$ cat src/rtl/hpu_alu_disp.sv
// hpu_alu_disp: dispatch buffer feeding the two ALU issue queues.
// Holds renamed ALU instructions in order, tracks physical-register readiness,
// steers the head instruction to the emptier ready IQ and handles flush and
// checkpoint recovery.

package hpu_alu_disp_pkg;

   localparam int HPU_PRF_INDEX    = 6;
   localparam int HPU_ALU_IQ_INDEX = 3;
   localparam int HPU_CKPT_INDEX   = 3;

   typedef logic [HPU_CKPT_INDEX-1:0] ckpt_t;

   typedef struct packed {
      logic  en;
      ckpt_t ckpt;
   } update_ckpt_t;

   typedef enum logic {
      SR_FLY   = 1'b0,
      SR_READY = 1'b1
   } sr_status_e;

   typedef struct packed {
      logic                     en;
      logic [HPU_PRF_INDEX-1:0] rdst_index;
   } awake_index_t;

   typedef struct packed {
      logic [3:0] alu_op;
      logic       rdst_en;
   } alu_opcode_t;

   typedef struct packed {
      alu_opcode_t              opcode;
      logic [HPU_PRF_INDEX-1:0] phy_rs1_index;
      logic [HPU_PRF_INDEX-1:0] phy_rs2_index;
      logic [HPU_PRF_INDEX-1:0] phy_rdst_index;
      ckpt_t                    ckpt;
      logic [31:0]              imm;
      logic [31:0]              pc;
   } alu_inst_t;

   // True when inst_ckpt lies in the circular window that starts at the
   // recovered checkpoint and ends at the newest (prefetch) checkpoint, i.e.
   // the instruction was renamed on or after the mispredicted branch.
   function automatic logic chk_ckpt(ckpt_t inst_ckpt, ckpt_t rcov_ckpt, ckpt_t prefet_ckpt);
      ckpt_t dist_inst;
      ckpt_t dist_pref;
      dist_inst = inst_ckpt - rcov_ckpt;
      dist_pref = prefet_ckpt - rcov_ckpt;
      return dist_inst <= dist_pref;
   endfunction

endpackage

module hpu_alu_disp
   import hpu_alu_disp_pkg::*;
#(
   parameter int BUF_LEN   = 2,
   parameter int PRF_LEN   = 64,
   parameter int PRF_INDEX = 6
) (
   input  logic                        clk_i,
   input  logic                        rst_i,
   input  logic                        flush_en_i,
   input  update_ckpt_t                ckpt_rcov_i,
   input  ckpt_t                       id__prefet_ckpt_i,
   input  alu_inst_t                   rn_disp__inst_i,
   input  logic                        rn_disp__inst_vld_i,
   output logic                        disp_rn__inst_rdy_o,
   output alu_inst_t                   id_alu__inst_o,
   output logic                        id_alu__inst_vld_o,
   output logic                        id_alu0__avail_o,
   output logic                        id_alu1__avail_o,
   output sr_status_e                  id_alu__rs1_ready_o,
   output sr_status_e                  id_alu__rs2_ready_o,
   input  logic                        alu0_id__inst_rdy_i,
   input  logic                        alu1_id__inst_rdy_i,
   input  logic [HPU_ALU_IQ_INDEX:0]   alu0_id__left_size_i,
   input  logic [HPU_ALU_IQ_INDEX:0]   alu1_id__left_size_i,
   input  awake_index_t                alu0_iq__awake_i,
   input  awake_index_t                alu1_iq__awake_i,
   input  awake_index_t                mdu_iq__awake_i,
   input  awake_index_t                lsu_iq__awake_i
);

   localparam int PTR_W = $clog2(BUF_LEN);
   localparam int CNT_W = PTR_W + 1;
   localparam logic [CNT_W-1:0] BUF_LEN_C = CNT_W'(BUF_LEN);
   localparam int N_AWAKE = 4;

   // Instruction storage and pointers.
   alu_inst_t          inst_buf_reg [BUF_LEN];
   logic [PTR_W-1:0]   head_reg, head_next;
   logic [PTR_W-1:0]   tail_reg, tail_next;
   logic [PTR_W-1:0]   wr_ptr;
   logic [CNT_W-1:0]   count_reg, count_next;

   // One bit per physical register, 1 = value still in flight.
   logic [PRF_LEN-1:0] fly_reg, fly_next;

   alu_inst_t          head_inst;
   logic               head_vld;
   logic               push_fire;
   logic               pop_fire;
   logic               avail0;
   logic               avail1;
   logic [PRF_INDEX-1:0] rs1_idx;
   logic [PRF_INDEX-1:0] rs2_idx;
   logic [PRF_INDEX-1:0] rdst_idx;

   logic [BUF_LEN-1:0] hit_vec;
   logic               trunc_hit;
   logic [CNT_W-1:0]   trunc_off;

   awake_index_t       awake_vec [N_AWAKE];

   assign awake_vec[0] = alu0_iq__awake_i;
   assign awake_vec[1] = alu1_iq__awake_i;
   assign awake_vec[2] = mdu_iq__awake_i;
   assign awake_vec[3] = lsu_iq__awake_i;

   // ------------------------------------------------------------------
   // Head presentation and handshakes
   // ------------------------------------------------------------------
   assign head_inst           = inst_buf_reg[head_reg];
   assign head_vld            = (count_reg != '0);
   assign id_alu__inst_o      = head_inst;
   assign id_alu__inst_vld_o  = head_vld;
   assign id_alu0__avail_o    = avail0;
   assign id_alu1__avail_o    = avail1;

   // Acceptance depends only on local occupancy, never on IQ readiness.
   assign disp_rn__inst_rdy_o = (count_reg < BUF_LEN_C) && !flush_en_i;
   assign push_fire           = rn_disp__inst_vld_i && disp_rn__inst_rdy_o;

   // avail is already qualified by vld, flush and recovery, so the IQ
   // handshake and the local pop always agree.
   assign pop_fire = (avail0 && alu0_id__inst_rdy_i) || (avail1 && alu1_id__inst_rdy_i);

   // Source readiness straight from the table; p0 is hardwired ready.
   assign rs1_idx  = head_inst.phy_rs1_index;
   assign rs2_idx  = head_inst.phy_rs2_index;
   assign rdst_idx = head_inst.phy_rdst_index;

   assign id_alu__rs1_ready_o = ((rs1_idx == '0) || !fly_reg[rs1_idx]) ? SR_READY : SR_FLY;
   assign id_alu__rs2_ready_o = ((rs2_idx == '0) || !fly_reg[rs2_idx]) ? SR_READY : SR_FLY;

   // Steering: emptier IQ first (IQ0 on a tie), fall back to the other if
   // the preferred one is full; nothing offered during flush or recovery.
   always_comb begin
      avail0 = 1'b0;
      avail1 = 1'b0;
      if (head_vld && !flush_en_i && !ckpt_rcov_i.en) begin
         if (alu1_id__left_size_i > alu0_id__left_size_i) begin
            if (alu1_id__inst_rdy_i)      avail1 = 1'b1;
            else if (alu0_id__inst_rdy_i) avail0 = 1'b1;
         end else begin
            if (alu0_id__inst_rdy_i)      avail0 = 1'b1;
            else if (alu1_id__inst_rdy_i) avail1 = 1'b1;
         end
      end
   end

   // ------------------------------------------------------------------
   // Checkpoint recovery scan: one comparator per buffer slot, ordered
   // by age starting at the head.
   // ------------------------------------------------------------------
   genvar gi;
   generate
      for (gi = 0; gi < BUF_LEN; gi++) begin : g_scan
         logic [PTR_W-1:0] pos;
         assign pos = head_reg + PTR_W'(gi);
         assign hit_vec[gi] = (CNT_W'(gi) < count_reg) &&
                              chk_ckpt(inst_buf_reg[pos].ckpt, ckpt_rcov_i.ckpt, id__prefet_ckpt_i);
      end
   endgenerate

   // Oldest matching slot wins; everything from it onward is dropped.
   always_comb begin
      trunc_hit = 1'b0;
      trunc_off = '0;
      for (int k = BUF_LEN - 1; k >= 0; k--) begin
         if (hit_vec[k]) begin
            trunc_hit = 1'b1;
            trunc_off = CNT_W'(k);
         end
      end
   end

   // ------------------------------------------------------------------
   // Next-state for pointers, count and the ready table.
   // ------------------------------------------------------------------
   // Flush clears everything; otherwise recovery truncates the tail first,
   // then push/pop/awake/allocate are applied on top.
   always_comb begin
      logic [PTR_W-1:0] base_tail;
      logic [CNT_W-1:0] base_count;

      head_next  = head_reg;
      tail_next  = tail_reg;
      count_next = count_reg;
      fly_next   = fly_reg;
      wr_ptr     = tail_reg;
      base_tail  = tail_reg;
      base_count = count_reg;

      if (flush_en_i) begin
         head_next  = '0;
         tail_next  = '0;
         count_next = '0;
         fly_next   = '0;
      end else begin
         if (ckpt_rcov_i.en && trunc_hit) begin
            base_tail  = head_reg + trunc_off[PTR_W-1:0];
            base_count = trunc_off;
         end

         wr_ptr     = base_tail;
         tail_next  = push_fire ? base_tail + PTR_W'(1) : base_tail;
         head_next  = pop_fire ? head_reg + PTR_W'(1) : head_reg;
         count_next = base_count + CNT_W'(push_fire) - CNT_W'(pop_fire);

         // Wakeups first so a same-cycle allocation to that index wins.
         for (int i = 0; i < N_AWAKE; i++) begin
            if (awake_vec[i].en) fly_next[awake_vec[i].rdst_index] = 1'b0;
         end
         if (pop_fire && head_inst.opcode.rdst_en && (rdst_idx != '0)) begin
            fly_next[rdst_idx] = 1'b1;
         end
      end
   end

   // Control state registers.
   always_ff @(posedge clk_i) begin
      if (rst_i) begin
         head_reg  <= '0;
         tail_reg  <= '0;
         count_reg <= '0;
         fly_reg   <= '0;
      end else begin
         head_reg  <= head_next;
         tail_reg  <= tail_next;
         count_reg <= count_next;
         fly_reg   <= fly_next;
      end
   end

   // Instruction storage: cleared on reset so the idle head reads as zero.
   always_ff @(posedge clk_i) begin
      if (rst_i) begin
         for (int i = 0; i < BUF_LEN; i++) inst_buf_reg[i] <= '0;
      end else if (push_fire) begin
         inst_buf_reg[wr_ptr] <= rn_disp__inst_i;
      end
   end

endmodule

$ cat config.mk
export PLATFORM = sky130hd
export DESIGN_NAME = hpu_alu_disp
export DESIGN_NICKNAME = d
export VERILOG_FILES = /design/src/rtl/hpu_alu_disp.sv
export SDC_FILE = /design/constraint.sdc
export NUM_CORES = 1
export LEC_CHECK = 0
export BUFFER_PORTS_ARGS = -buffer_cell sky130_fd_sc_hd__buf_4
export CORE_AREA = 2 2 173 175
export DETAILED_ROUTE_END_ITERATION = 16
export DIE_AREA = 0 0 175 177
export PLACE_DENSITY = 0.7
export SLEW_MARGIN = 20
export SYNTH_ARGS = -nofsm -noshare
export SYNTH_HDL_FRONTEND = slang
export SYNTH_SLANG_ARGS = --single-unit
$ cat constraint.sdc
create_clock -name clk_i -period 24.6 [get_ports clk_i]
set_clock_uncertainty 0.05 [all_clocks]
set_input_delay 4.92 -clock clk_i [delete_from_list [all_inputs] [get_ports clk_i]]
set_output_delay 4.92 -clock clk_i [all_outputs]
set_load 0.1 [all_outputs]
==> summary.txt, run 1 <==
Outcome
  – Status: finished clean

Timing
  – Final Cycle Share: 0.464
  – Slew @ Worst Pin: 1.05 ns
  – Worst slew margin: 0.301
  – Final Hold Viols: 0
  – Crit path time final: 11.41 ns
  – TNS Setup: 0 ns
  – WHS: 0.571 ns
  – Final Max Tran Viols: 0
  – Setup violators final: 0
  – Fmax: 87.6 MHz
  – RSZ-0062 raised after global routing: no

Worst setup path
  – Critical path capture point type: output pin
  – Reg2reg end: inst_buf_reg[0][76]$_SDFFCE_PN0P_
  – Startpoint types: input port
  – R2R Setup Slk: 17.98 ns
  – Required @ worst endpoint: 19.63 ns
  – Top fanout value on the critical path: 2
  – CP startpoint: alu0_id__left_size_i[1]
  – WS Path Type: in2out
  – Cells on worst reg2reg path: 16
  – Worst Path Arrival: 6.44 ns

Placed design
  – Placer Congestion: 0.983
  – Post-DP HPWL: 32700 µm
  – PortBufs: 234

Route
  – First-iteration detailed-routing DRC count: 1500
  – Vias: 12412
  – Avg WL per Cell: about 24 µm
  – DRT antenna net count: 0
  – Vias per cell: 6.22
  – DRC Markers: 0
  – Drt pass-1 iters: 6
  – Post-Route WL: 47100 µm

Cells and area
  – Antenna diodes: 0
  – Layout cells sized above 1: 0.243
  – Commonest non-fill, non-tap cell in the layout: buf_4
  – Area occupied by multi-input gates: 7000 µm²
  – Register Area: 6770 µm²
  – Nets: 1742
  – Area growth syn-to-layout: 19.8%
  – Max reg flops: 180
  – Commonest non-fill, non-tap cells in the layout: 244 x buf_4, 190 x and2_1, 180 x edfxtp_1, 118 x nand2_1, 94 x nor2_1
  – Final Util: 0.586
  – Fill count: 2543

CTS
  – Cts bufs inserted: 28
  – # Post-CTS Setup Buffers: 0
  – H-tree depth: 1
  – Worst skew pair latency: 0.57 ns
  – CTS Buffer Depth: 3
  – Clock Pin Slew Worst Setup and Hold Paths: 0.05 ns
  – CTS sink count: ~250
  – PostCTS Resize Cnt: 0
  – TritonCTS clock tree: built
  – Root Buffer: clkbuf_16
  – Hold buffer count at cts: 0

Global route
  – First-pass GRT wire length: 70000 µm
  – Global Route Usage Sum: 0.295
  – GRT overflow: 0
  – Vias in the first global route: 12076
  – Pin count of the biggest net entering global routing: 93
  – Initial antenna violation count: 0

Logic synthesis
  – Leading area contributor after synthesis: edfxtp_1
  – Post-synth EDFFs: 180
  – Post-synthesis sequential area ratio: 0.473
  – Ys async rst share: 0
  – Ys Warns: 0
  – Post-Synthesis Cells: between 1000 and 1500
  – Register bit count reported by yosys: between 200 and 250
  – Syn Nets: between 1500 and 2000
  – Yosys cell types: 82
  – Post-Synthesis Cell Area: 14300 µm²
  – Synth area leaders: edfxtp_1 38%, dfxtp_1 9.5%, and2_1 8.3%, mux2_2 6.0%, o22a_1 3.5%
  – Syn avg cell area: 10.3 µm²
  – Main synth FF type: edfxtp_1
  – Post-synth top area share: 0.378

Worst hold path
  – HP Start: fly_reg[7]$_SDFF_PP0_
  – Hold Path Cell Cnt: 3
  – Hold crit path type: reg2reg
  – Min-Delay Endpoint: fly_reg[7]$_SDFF_PP0_

Floorplanning
  – Core area: 29200 µm²
  – Rows: 63
  – Starting Density: 0.489
  – Die height: 177 µm
  – Die W: 175 µm
  – Die ar.: 31000 µm²
  – Boundary pin count: 235

Power and ir drop
  – Leakage: around 6.3 nW
  – Max VDD drop: 0.0718 mV
  – PD cells: slightly above 60 nW/µm²

Flow run
  – Max cap viols: 0
## critical path, stage by stage
cell,delay [ns]
buf_4,0.08
inv_1,0.04
ha_1,0.30
nor2b_1,0.13
o21ai_0,0.13
nand2b_1,0.08
a21oi_1,0.14
a41o_1,0.13
inv_1,0.04
a21oi_1,0.14
buf_4,0.31
## per-layer routing
layer,GRT usage,up-vias,wire length [µm]
met5,0,-,0
met4,0.127,0,2130
met3,0.0820,131,5210
met2,0.475,745,21600
met1,0.374,5925,18200
li1,-,5611,-
## Yosys cell counts, drive strengths merged, types with 3 or more instances
master	count
a21oi	43
a21boi	3
dfxtp	68
or3	6
nor2b	13
a221oi	3
a31oi	4
nand2b	29
buf	39
mux2i	17
and3b	3
nor2	98
o221ai	49
o211ai	16
or2	3
and3	4
mux2	77
a32oi	5
nand2	118
o32ai	8
and2	191
o22ai	71
edfxtp	180
nand4b	3
mux4	5
nor3b	5
nand3	20
o2111ai	4
xnor2	6
o21a	5
a211oi	14
clkbuf	45
a22oi	22
fa	3
o22a	57
o32a	4
or3b	4
o21ai	31
ha	15
nand3b	11
inv	42
and2b	3
nor3	16
nand4	5
## layout make-up
type	count	area share
sequential	248	0.395
clock inverter	4	0.00270
tap	390	0.0285
clock buffer	47	0.0491
multi-input combinational	1021	0.409
timing repair buffer	244	0.107
inverter	42	0.00920
## worst max-delay path by stage
stage                                   to  slack (ns)  depth (start not counted)
after CTS                 id_alu0__avail_o       13.21                         11
after detailed placement  id_alu0__avail_o       13.20                         11
after floorplan           id_alu0__avail_o       12.32                          9
after global routing      id_alu0__avail_o       13.12                         11
after global placement    id_alu0__avail_o       13.22                         11
final                     id_alu0__avail_o       13.19                         11
## power breakdown
| group | internal (W) | leakage (nW) | switching (W) |
|---|---|---|---|
| Sequential | 0.000462 | 2.40 | 0.00000693 |
| Clock | 0.000232 | 0.427 | 0.000168 |
| Combinational | 0.0000538 | 3.44 | 0.000138 |
| Total | 0.000748 | 6.27 | 0.000313 |
## logic make-up after synthesis
group,Yosys count,synth area share
xor gates and xnor gates,8,0.00490
DFF,248,0.473
buffers and inverters,126,0.0388
and+or+nand+nor,535,0.200
AOI/OAI and AO/OA,361,0.185
muxes,99,0.0811
adders and majority gates,18,0.0173
## metrics by stage
stage	setup slack [ns]	std cells	power, W	area (µm²)
2_1_floorplan	12.32	1395	0.000608	14300
3_3_place_gp	13.22	1945	0.000664	16200
3_5_place_dp	13.20	1945	0.000667	16200
4_1_cts	13.21	1996	0.00106	17100
5_1_grt	13.12	1996	0.00109	17100
6_report	13.19	1996	0.00106	17100
No activity file was read; power rests on OpenSTA's default activity.
==> run 2, diff against run 1 <==
- ABC_AREA: not set -> 1
- CORE_AREA: 2 2 173 175 -> 2 2 174 176
- DIE_AREA: 0 0 175 177 -> 0 0 176 178
- clock period: 24.6 -> 11.8 ns (I/O delays scaled with it)
==> summary.txt, run 2 <==
Route
  – Drt pass-1 iters: 6
  – First-iteration detailed-routing DRC count: 1570
  – Vias: 14068
  – Vias per cell: 5.62
  – DRC Markers: 0
  – DRT antenna net count: 0
  – Post-Route WL: 50700 µm
  – Avg WL per Cell: 20.2 µm

Logic synthesis
  – Ys async rst share: 0
  – Main synth FF type: edfxtp_1
  – Yosys cell types: 52
  – Post-synth EDFFs: 180
  – Leading area contributor after synthesis: edfxtp_1
  – Post-synth top area share: 0.373
  – Post-synthesis sequential area ratio: 0.467
  – Syn avg cell area: 7.65 µm²
  – Synth area leaders: edfxtp_1 37%, nand2_1 14%, dfxtp_1 9.4%, nor2_1 6.9%, nand3_1 5.7%
  – Ys Warns: 0
  – Post-Synthesis Cell Area: 14500 µm²
  – Register bit count reported by yosys: approximately 250
  – Syn Nets: 2050
  – Cell with the most instances after synthesis: nand2_1
  – Synth top cells by count: 546 x nand2_1, 265 x nor2_1, 221 x inv_1, 180 x edfxtp_1, 166 x nand3_1
  – Post-Synthesis Cells: about 1900

Power and ir drop
  – Seq pwr share: 0.417
  – Design Power: ~0.0023 W
  – Switching pwr: 0.000719 W
  – Clk pwr share: 0.393
  – Net Sw Frac: 0.306
  – Max VDD drop: 0.127 mV
  – Comb pwr share: 0.190
  – PD cells: 135 nW/µm²
  – Leakage: 7.56 nW
  – P_int: 0.00163 W

Timing
  – Crit path time final: roughly 6.4 ns
  – Worst slew margin: 0.185
  – TNS Setup: 0 ns
  – Final Cycle Share: 0.542
  – Slew @ Worst Pin: 1.21 ns
  – Fmax: 156 MHz
  – Final Hold Viols: 0
  – RSZ-0062 raised after global routing: no
  – Setup violators final: 0
  – Final Max Tran Viols: 0

CTS
  – Root Buffer: clkbuf_16
  – Hold buffer count at cts: 0
  – CTS Buffer Depth: 3
  – Clock Pin Slew Worst Setup and Hold Paths: 0.06 ns
  – CTS sink count: 248
  – TritonCTS clock tree: built
  – Worst skew pair latency: 0.58 ns
  – # Post-CTS Setup Buffers: 0
  – Cts bufs inserted: 28
  – PostCTS Resize Cnt: 0
  – H-tree depth: 1

Worst hold path
  – HP Start: fly_reg[31]$_SDFF_PP0_
  – Hold crit path type: reg2reg
  – Hold Path Cell Cnt: 2
  – Min-Delay Endpoint: fly_reg[31]$_SDFF_PP0_

Worst setup path
  – Startpoint types: flip-flop
  – Required @ worst endpoint: 9.39 ns
  – Critical path capture point type: output pin
  – Worst Path Arrival: approximately 4 ns
  – R2R Setup Slk: 5.81 ns
  – Top fanout value on the critical path: 76
  – CP max-delay cell: buf_4
  – Cells on worst reg2reg path: 22
  – WS Path Type: reg2out
  – Max incr delay on CP: 0.70 ns
  – Reg2reg end: inst_buf_reg[0][83]$_SDFFCE_PN0P_
  – CP cell instances: inv_2, buf_4, nand2_1, nand2_2, nand2_1, nand3_1, nand2_1, nor2_1, nor2_1, nand2_1, nand3_1, nand2_1, buf_4
  – Worst path most repeated cell: nand2_1

Cells and area
  – Max reg flops: 180
  – Commonest non-fill, non-tap cells in the layout: 543 x nand2_1, 265 x nor2_1, 245 x buf_4, 220 x inv_1, 180 x edfxtp_1
  – Nets: approximately 2300
  – Area growth syn-to-layout: 19.9%
  – Layout cells sized above 1: 0.174
  – Commonest non-fill, non-tap cell in the layout: nand2_1
  – Antenna diodes: 0
  – Final Instance Area: 17400 µm²

Outcome
  – Status: finished clean

Floorplanning
  – Core area: around 30000 µm²
  – Starting Density: 0.493
  – Die ar.: 31300 µm²
  – Rows: 63
  – Boundary pin count: about 240
  – Die height: 178 µm
  – Die W: 176 µm

Placed design
  – Post-DP HPWL: approximately 36000 µm
  – DP Area: 16400 µm²
  – PortBufs: around 230
  – Placer Congestion: 1.04

Global route
  – Vias in the first global route: roughly 13000
  – First-pass GRT wire length: 75900 µm
  – Global Route Usage Sum: 0.317
  – GRT overflow: 0
  – Initial antenna violation count: 1
  – Pin count of the biggest net entering global routing: 92

Flow run
  – Max cap viols: 0
[run 2: metrics by stage]
stage	instances	hold WS [ns]	setup slack, ns	util
floorplan	1893	0.420	3.78	-
global placement	2453	0.453	4.92	0.556
detailed placement	2453	0.455	4.84	0.556
CTS	2505	0.463	5.20	0.590
global route	2505	0.487	5.09	0.591
finish	2505	0.460	5.40	0.591
[run 2: cell type report]
cell class	count	area, µm²
clock buffer	37	774
tap	390	488
multi-input combinational	1340	6420
timing repair buffer	245	1840
clock inverter	15	209
sequential	248	6770
inverter	230	867
fill	2741	12000
[run 2: cells by family after synthesis]
| logic type | after synthesis | synth area share |
|---|---|---|
| AOI/OAI and AO/OA | 218 | 0.0953 |
| xor gates and xnor gates | 7 | 0.00423 |
| adders and majority gates | 18 | 0.0171 |
| buffers and inverters | 305 | 0.0956 |
| DFF | 248 | 0.467 |
| muxes | 2 | 0.00138 |
| and+or+nand+nor | 1095 | 0.319 |
[run 2: worst max-delay path, delay by kind of cell (launching register included)]
family | cells | cell delay (ns)
flip-flops | 1 | 0.51
buffers and inverters | 3 | 1.31
AND/OR/NAND/NOR | 10 | 1.50
[run 2: worst max path at each step]
| stage | cells after the start | end | slack, ns |
|---|---|---|---|
| after floorplan | 22 | inst_buf_reg[0][0]$_SDFFCE_PN0P_ | 3.78 |
| after global placement | 20 | inst_buf_reg[0][34]$_SDFFCE_PN0P_ | 4.92 |
| after detailed placement | 20 | inst_buf_reg[0][34]$_SDFFCE_PN0P_ | 4.84 |
| after CTS | 13 | id_alu__rs2_ready_o | 5.20 |
| after global routing | 20 | inst_buf_reg[0][87]$_SDFFCE_PN0P_ | 5.09 |
| final | 13 | id_alu__rs1_ready_o | 5.40 |
[run 2: routing by layer]
layer,share of wire,track usage,wire [µm],vias up
met2,0.46,0.514,23400,773
met3,0.11,0.0720,5380,144
met1,0.38,0.406,19200,6552
li1,-,-,-,6597
met5,0.00026,0,13,-
met4,0.054,0.148,2720,2
[run 2: power by group through the flow]
stage	clock network, W	logic (W)	registers, W
2_1_floorplan	0	0.000310	0.000998
3_3_place_gp	0	0.000435	0.000997
3_5_place_dp	0	0.000440	0.000998
4_1_cts	0.000926	0.000441	0.000980
5_1_grt	0.000963	0.000471	0.000983
6_report	0.000923	0.000445	0.000979
